===== config.mk =====
export PLATFORM = sky130hd
export DESIGN_NAME = wr_share_ctrl
export DESIGN_NICKNAME = d
export VERILOG_FILES = /design/src/rtl/wr_share_pkg.sv /design/src/rtl/wr_share_ctrl_rr_pick.sv /design/src/rtl/wr_share_ctrl.sv
export SDC_FILE = /design/constraint.sdc
export NUM_CORES = 1
export LEC_CHECK = 0
export BUFFER_PORTS_ARGS = -buffer_cell sky130_fd_sc_hd__buf_2
export CAP_MARGIN = 20
export CORE_AREA = 2 2 97 99
export CTS_BUF_LIST = sky130_fd_sc_hd__clkbuf_8
export DETAILED_ROUTE_END_ITERATION = 12
export DIE_AREA = 0 0 99 101
export GPL_TIMING_DRIVEN = 0
export PLACE_DENSITY = 0.63
export SYNTH_ARGS = -nofsm -noshare
export SYNTH_HDL_FRONTEND = slang
export SYNTH_SLANG_ARGS = --single-unit

===== constraint.sdc =====
create_clock -name clk -period 2.6 [get_ports clk]
set_clock_uncertainty 0.15 [all_clocks]
set_input_delay 0.26 -clock clk [delete_from_list [all_inputs] [get_ports clk]]
set_output_delay 0.26 -clock clk [all_outputs]
set_load 0.01 [all_outputs]

===== src/rtl/wr_share_pkg.sv =====
// -----------------------------------------------------------------------------
// wr_share_pkg
// Shared definitions for the write-share controller and the bus interface that
// consumes its FIFO entries.
//   - ws_state_t      : arbiter state encoding (idle / burst-locked)
//   - min_id_w()      : smallest source-ID width able to name N_REQ requesters
//   - entry_*()       : layout of one FIFO entry, {id, data}, data in the LSBs
// -----------------------------------------------------------------------------
package wr_share_pkg;

    typedef enum logic {
        WS_IDLE   = 1'b0,
        WS_LOCKED = 1'b1
    } ws_state_t;

    // ID_W must satisfy 2**ID_W >= N_REQ.
    function automatic int min_id_w(input int n_req);
        return (n_req <= 1) ? 1 : $clog2(n_req);
    endfunction

    // Entry layout: {id[ID_W-1:0], data[WIDTH-1:0]}.
    function automatic int entry_data_lsb();
        return 0;
    endfunction

    function automatic int entry_id_lsb(input int width);
        return width;
    endfunction

    function automatic int entry_w(input int width, input int id_w);
        return width + id_w;
    endfunction

endpackage


===== src/rtl/wr_share_ctrl_rr_pick.sv =====
// -----------------------------------------------------------------------------
// wr_rr_pick
// Combinational rotating-priority picker: grants the first set bit of req,
// searching upward from ptr and wrapping modulo N_REQ.
// Ports:
//   req   in  N_REQ  request vector
//   ptr   in  ID_W   index with highest priority (must be < N_REQ)
//   grant out N_REQ  one-hot grant (all zero when no request)
//   idx   out ID_W   binary index of the granted bit
//   any   out 1      at least one request present
// -----------------------------------------------------------------------------
module wr_rr_pick #(
    parameter int N_REQ = 4,
    parameter int ID_W  = 2
) (
    input  logic [N_REQ-1:0] req,
    input  logic [ID_W-1:0]  ptr,
    output logic [N_REQ-1:0] grant,
    output logic [ID_W-1:0]  idx,
    output logic             any
);

    int cand;

    always_comb begin
        grant = '0;
        idx   = '0;
        any   = 1'b0;
        cand  = 0;
        for (int k = 0; k < N_REQ; k++) begin
            cand = int'(ptr) + k;
            if (cand >= N_REQ) begin
                cand = cand - N_REQ;
            end
            // Inner loop keeps every bit select constant after unrolling.
            for (int i = 0; i < N_REQ; i++) begin
                if (!any && (i == cand) && req[i]) begin
                    any      = 1'b1;
                    grant[i] = 1'b1;
                    idx      = i[ID_W-1:0];
                end
            end
        end
    end

endmodule


===== src/rtl/wr_share_ctrl.sv =====
// -----------------------------------------------------------------------------
// wr_share_ctrl
// Arbitrates N_REQ write requesters onto the write port of a shared bypass FIFO
// (round-robin, burst locked, each entry tagged with its source ID) and drives
// the FIFO read port from a downstream valid/ready consumer. When the FIFO is
// empty its bypass path forwards a same-cycle write straight to the output.
//
// Optional build macro: WR_SHARE_STRICT_PRIO0_EN
//   defined   : requester 0 wins every IDLE arbitration it requests; the others
//               round-robin among themselves (rr_ptr never points at 0).
//   undefined : pure round-robin.
//
// Ports:
//   clk, reset            clock, synchronous active-high reset
//   req_valid/last/data   per-requester beat, burst end, packed payload
//   req_ready             one-hot beat accepted this cycle
//   fifo_write/indata     FIFO write strobe and {id, data} entry
//   fifo_full             FIFO full
//   fifo_read/outdata     FIFO read strobe and head (bypassed when empty)
//   fifo_empty            FIFO empty
//   out_valid/ready       downstream handshake
//   out_data/out_id       payload and source ID of the head beat
//   busy                  burst in progress or FIFO holds data
// -----------------------------------------------------------------------------
module wr_share_ctrl
    import wr_share_pkg::*;
#(
    parameter int WIDTH = 32,
    parameter int N_REQ = 4,
    parameter int ID_W  = 2
) (
    input  logic                    clk,
    input  logic                    reset,
    input  logic [N_REQ-1:0]        req_valid,
    input  logic [N_REQ-1:0]        req_last,
    input  logic [N_REQ*WIDTH-1:0]  req_data,
    output logic [N_REQ-1:0]        req_ready,
    output logic                    fifo_write,
    output logic [WIDTH+ID_W-1:0]   fifo_indata,
    input  logic                    fifo_full,
    output logic                    fifo_read,
    input  logic [WIDTH+ID_W-1:0]   fifo_outdata,
    input  logic                    fifo_empty,
    output logic                    out_valid,
    input  logic                    out_ready,
    output logic [WIDTH-1:0]        out_data,
    output logic [ID_W-1:0]         out_id,
    output logic                    busy
);

    localparam int ID_LSB   = entry_id_lsb(WIDTH);
    localparam int DATA_LSB = entry_data_lsb();

    ws_state_t        state_reg;
    logic [ID_W-1:0]  rr_ptr_reg;
    logic [ID_W-1:0]  owner_reg;

    logic [WIDTH-1:0] data_arr [N_REQ];
    logic [N_REQ-1:0] pick_req;
    logic [N_REQ-1:0] pick_grant;
    logic [ID_W-1:0]  pick_idx;
    logic             pick_any;

    logic [N_REQ-1:0] grant_oh;
    logic [ID_W-1:0]  grant_idx;
    logic             grant_any;
    logic [WIDTH-1:0] grant_data;
    logic             grant_last;
    logic             space;
    logic             accept;

    for (genvar gi = 0; gi < N_REQ; gi++) begin : g_unpack
        assign data_arr[gi] = req_data[gi*WIDTH +: WIDTH];
    end

`ifdef WR_SHARE_STRICT_PRIO0_EN
    // Requester 0 is handled outside the rotation.
    assign pick_req = {req_valid[N_REQ-1:1], 1'b0};
`else
    assign pick_req = req_valid;
`endif

    wr_rr_pick #(
        .N_REQ (N_REQ),
        .ID_W  (ID_W)
    ) u_pick (
        .req   (pick_req),
        .ptr   (rr_ptr_reg),
        .grant (pick_grant),
        .idx   (pick_idx),
        .any   (pick_any)
    );

    // Pointer after idx, wrapping N_REQ-1 back to the start of the rotation.
    function automatic logic [ID_W-1:0] next_ptr(input logic [ID_W-1:0] idx);
        logic [ID_W-1:0] n;
        if (int'(idx) >= N_REQ - 1) begin
`ifdef WR_SHARE_STRICT_PRIO0_EN
            n = ID_W'(1);
`else
            n = '0;
`endif
        end else begin
            n = idx + ID_W'(1);
        end
        return n;
    endfunction

    always_comb begin
        grant_oh  = '0;
        grant_idx = '0;
        grant_any = 1'b0;
        if (state_reg == WS_LOCKED) begin
            // Lock holds even while the owner idles: nobody else may steal.
            grant_idx = owner_reg;
            for (int i = 0; i < N_REQ; i++) begin
                if (owner_reg == i[ID_W-1:0]) begin
                    grant_oh[i] = req_valid[i];
                    grant_any   = req_valid[i];
                end
            end
        end else begin
`ifdef WR_SHARE_STRICT_PRIO0_EN
            if (req_valid[0]) begin
                grant_oh[0] = 1'b1;
                grant_any   = 1'b1;
            end else begin
                grant_oh  = pick_grant;
                grant_idx = pick_idx;
                grant_any = pick_any;
            end
`else
            grant_oh  = pick_grant;
            grant_idx = pick_idx;
            grant_any = pick_any;
`endif
        end
    end

    always_comb begin
        grant_data = '0;
        grant_last = 1'b0;
        for (int i = 0; i < N_REQ; i++) begin
            if (grant_oh[i]) begin
                grant_data = data_arr[i];
                grant_last = req_last[i];
            end
        end
    end

    // A full FIFO is never empty, so a pending head read frees a slot this
    // cycle. Deriving space from the head read alone keeps write and read
    // strobes free of a combinational loop.
    assign space  = ~fifo_full | (~fifo_empty & out_ready);
    assign accept = grant_any & space & ~reset;

    assign req_ready   = {N_REQ{accept}} & grant_oh;
    assign fifo_write  = accept;
    assign fifo_indata = {grant_idx, grant_data};

    assign out_valid = ~fifo_empty | fifo_write;
    assign fifo_read = out_valid & out_ready;
    assign out_data  = fifo_outdata[DATA_LSB +: WIDTH];
    assign out_id    = fifo_outdata[ID_LSB +: ID_W];
    assign busy      = (state_reg != WS_IDLE) | ~fifo_empty;

    always_ff @(posedge clk) begin
        if (reset) begin
            state_reg  <= WS_IDLE;
            rr_ptr_reg <= '0;
            owner_reg  <= '0;
        end else if (accept) begin
            case (state_reg)
                WS_IDLE: begin
                    if (grant_last) begin
`ifdef WR_SHARE_STRICT_PRIO0_EN
                        // Priority wins by requester 0 leave the rotation alone.
                        if (grant_idx != '0) begin
                            rr_ptr_reg <= next_ptr(grant_idx);
                        end
`else
                        rr_ptr_reg <= next_ptr(grant_idx);
`endif
                    end else begin
                        owner_reg <= grant_idx;
                        state_reg <= WS_LOCKED;
                    end
                end
                WS_LOCKED: begin
                    if (grant_last) begin
                        state_reg  <= WS_IDLE;
                        rr_ptr_reg <= next_ptr(owner_reg);
                    end
                end
                default: state_reg <= WS_IDLE;
            endcase
        end
    end

endmodule


==> results.toml <==
[detailed_routing]
vias = 3143
ant_nets = 0
viasPerCell = 4.926
wl_per_cell_um = 15.28
drc_errors = 0
drtPass1Iterations = 4
wirelength_um = 9749
drt_iter0_markers = 75

[power]
internal_power_mw = 1.141
p_leak_nw = 2.086
ir_drop_v = 0.0003113
pwr-share-clk = 0.064
p_seq_frac = 0.053
pwr_density_cell_mw_per_mm2 = 575.6
swShare = 0.4654
combPwrFrac = 0.882
power_switching_mw = 0.9931

[logic_synthesis]
synth_seq_cells = 5
netlist_area_sq_mm = 0.001891
synth.distinct_cells = 42
synth_top_flop_cell = "dfxtp_1"
syn_avg_cell_area_sq_um = 6.680
synth_edf_count = 0
synth_nets = 462
yosys_warnings = 0
synthCells = 283
yosysTopAreaCell = "a211oi_1"
synth.area.top_cells = "a211oi_1 15%, buf_4 14%, a21o_1 14%, a22oi_1 13%, nor2_1 8.1%"
yosysTopAreaCellShare = 0.1509
async_flop_share = 0
synth_seq_area_share = 0.05295

[place]
pre_cts_ws_ns = -0.4498
gp_congestion = 0.8386
dp_hpwl_um = 7599
io_buffers = 215
place_inst = 609

[layout]
drive_gt1_frac = 0.6850
num-nets-final = 707
fill_cells = 925
antenna_cells = 0
layout_common_cells = "221 x buf_2, 56 x buf_4, 41 x nor2_1, 34 x a21o_1, 19 x a211oi_2"
multi_input_comb_area_sq_mm = 0.001638
final_cells = 638
area_growth_pct = 96.10
fin_util = 0.4130
ff_latch_area_sq_um = 105.1
final_common_cell = "buf_2"

[worst_setup_path]
critPathLaunchType = "flip-flop"
cp_max_fo = 7
startpoint = "rr_ptr_reg[1]$_SDFFE_PP0P_"
r2r_end = "rr_ptr_reg[0]$_SDFFE_PP0P_"
end_kind = "output port"
r2r_slack_ns = 0.12
required_ns = 2.19
rr_worst_depth = 9
crit_type = "flip-flop to output port"
critPathArrivalTime_ns = 2.26
r2r_start = "rr_ptr_reg[1]$_SDFFE_PP0P_"

[timing]
fmax_mhz = 374.9
worst_pin_slew_ns = 0.4286
setup_tns_ns = -0.6384
finalSetupViolCount = 13
drv_slew = 0
rsz0062_at_grt = "yes"
slew-limit-headroom = 0.7130
min_period_ns = 2.667
setup_ws_ns = -0.06707
hold_violations = 0
fin_crit_sh = 1.026

[min_path]
min_to = "rr_ptr_reg[0]$_SDFFE_PP0P_"
hold_class = "primary input to flip-flop"
holdPathStages = 2
hold_path.startpoint = "reset"

[floorplan]
fp.dieArea_sq_mm = 0.009999
rows = 35
num_io_pins = 251
die_x_um = 99
core_area_sq_mm = 0.008977
initial_core_util = 0.2106
die_h_um = 101

[grt]
first_global_vias = 2846
grt_antenna_before_repair = 0
grt_usage = 0.1626
grt_pass1_wl_um = 13430
grt_max_degree = 11
grt-ovfl-total = 0

[clock_network]
cts-root-buf = "clkbuf_8"
clk_latency_ns = 0.22
clk_path_buf_depth = 2
numCtsBuffers = 3
path_clk_slew_ns = 0.03
ctsHtreeMaxLevel = 1
cts.sinks = 5
cts_tree = "done"

[status]
status = "finished, violations left"
failed_checks = "negative setup slack"

[run]
drv_cap = 0
cell type report:
| type | count | area share |
|---|---|---|
| multi-input cells | 210 | 0.4418 |
| clock buffers | 3 | 0.01114 |
| well taps | 111 | 0.03746 |
| plain buffers | 59 | 0.1215 |
| repair buffers | 241 | 0.3507 |
| inverters | 8 | 0.008100 |
| clock inverters | 1 | 0.001012 |
| flip-flops and latches | 5 | 0.02835 |
Yosys cell counts (all sizes together) (3+ instances only):
cell type,count
buf,48
nor2,41
a211oi,38
a21o,34
a22oi,32
clkbuf,12
a21oi,8
inv,8
nand2,8
o21ai,6
dfxtp,5
nor3,5
ha,4
a31oi,3
nand2b,3
nand3,3
o211ai,3
kinds of logic (layout without fill, tap and decap cells):
family | after synthesis | in the layout | share of synthesized area
buffers and inverters | 68 | 312 | 0.2151
and+or+nand+nor | 69 | 69 | 0.1641
AOI/OAI and AO/OA | 136 | 136 | 0.5361
DFF | 5 | 5 | 0.05295
muxes | 1 | 1 | 0.005295
adders and majority gates | 4 | 4 | 0.02647
worst max path at each step:
stage / endpoint / cells past startpoint
5_1_grt: fifo_indata[21] / 11
6_report: fifo_indata[24] / 11
2_1_floorplan: fifo_read / 8
3_3_place_gp: fifo_indata[1] / 10
3_5_place_dp: fifo_indata[1] / 10
4_1_cts: fifo_indata[1] / 10
critical path: stages (launching register included):
cell and delay [ns]:
dfxtp_2 0.31, buf_6 0.13, and2b_1 0.16, o211ai_1 0.39, a211oi_4 0.12, buf_6 0.15, buf_6 0.11, buf_6 0.12
a22oi_2 0.16, a211oi_2 0.09, a21o_1 0.16, buf_2 0.13
power by group through the flow:
stage	clock, mW	combinational [mW]	sequential [mW]
after floorplan	0	0.950	0.105
after global placement	0	1.48	0.110
after detailed placement	0	1.50	0.109
after CTS	0.139	1.73	0.112
after global routing	0.146	2.05	0.116
final	0.137	1.88	0.114
per-stage QoR:
| step | hold slack (ns) | area, sq um | power [mW] |
|---|---|---|---|
| 2_1_floorplan | 0.1762 | 1891 | 1.055 |
| 4_1_cts | 0.1364 | 3460 | 1.984 |
| 3_3_place_gp | 0.3618 | 3105 | 1.591 |
| 5_1_grt | 0.1437 | 3707 | 2.308 |
| 6_report | 0.1291 | 3707 | 2.134 |
| 3_5_place_dp | 0.3692 | 3105 | 1.605 |
layer usage:
| metal | share of wire | GRT usage | vias to the layer above |
|---|---|---|---|
| li1 | - | - | 1518 |
| met1 | 0.41 | 0.2021 | 1456 |
| met2 | 0.50 | 0.2983 | 160 |
| met3 | 0.074 | 0.02497 | 9 |
| met4 | 0.0086 | 0.02950 | 0 |
| met5 | 0 | 0 | - |
timing repair:
action / 4_1_cts / 5_1_grt
hold buffers: 0 / 0
setup buffers: 17 / 7
cloned: 1 / 1
endpoints found under the setup margin: 39 / 36
pin swaps: 15 / 23
gates resized for setup: 60 / 52
Note: power is estimated with default switching activity, not from simulation.
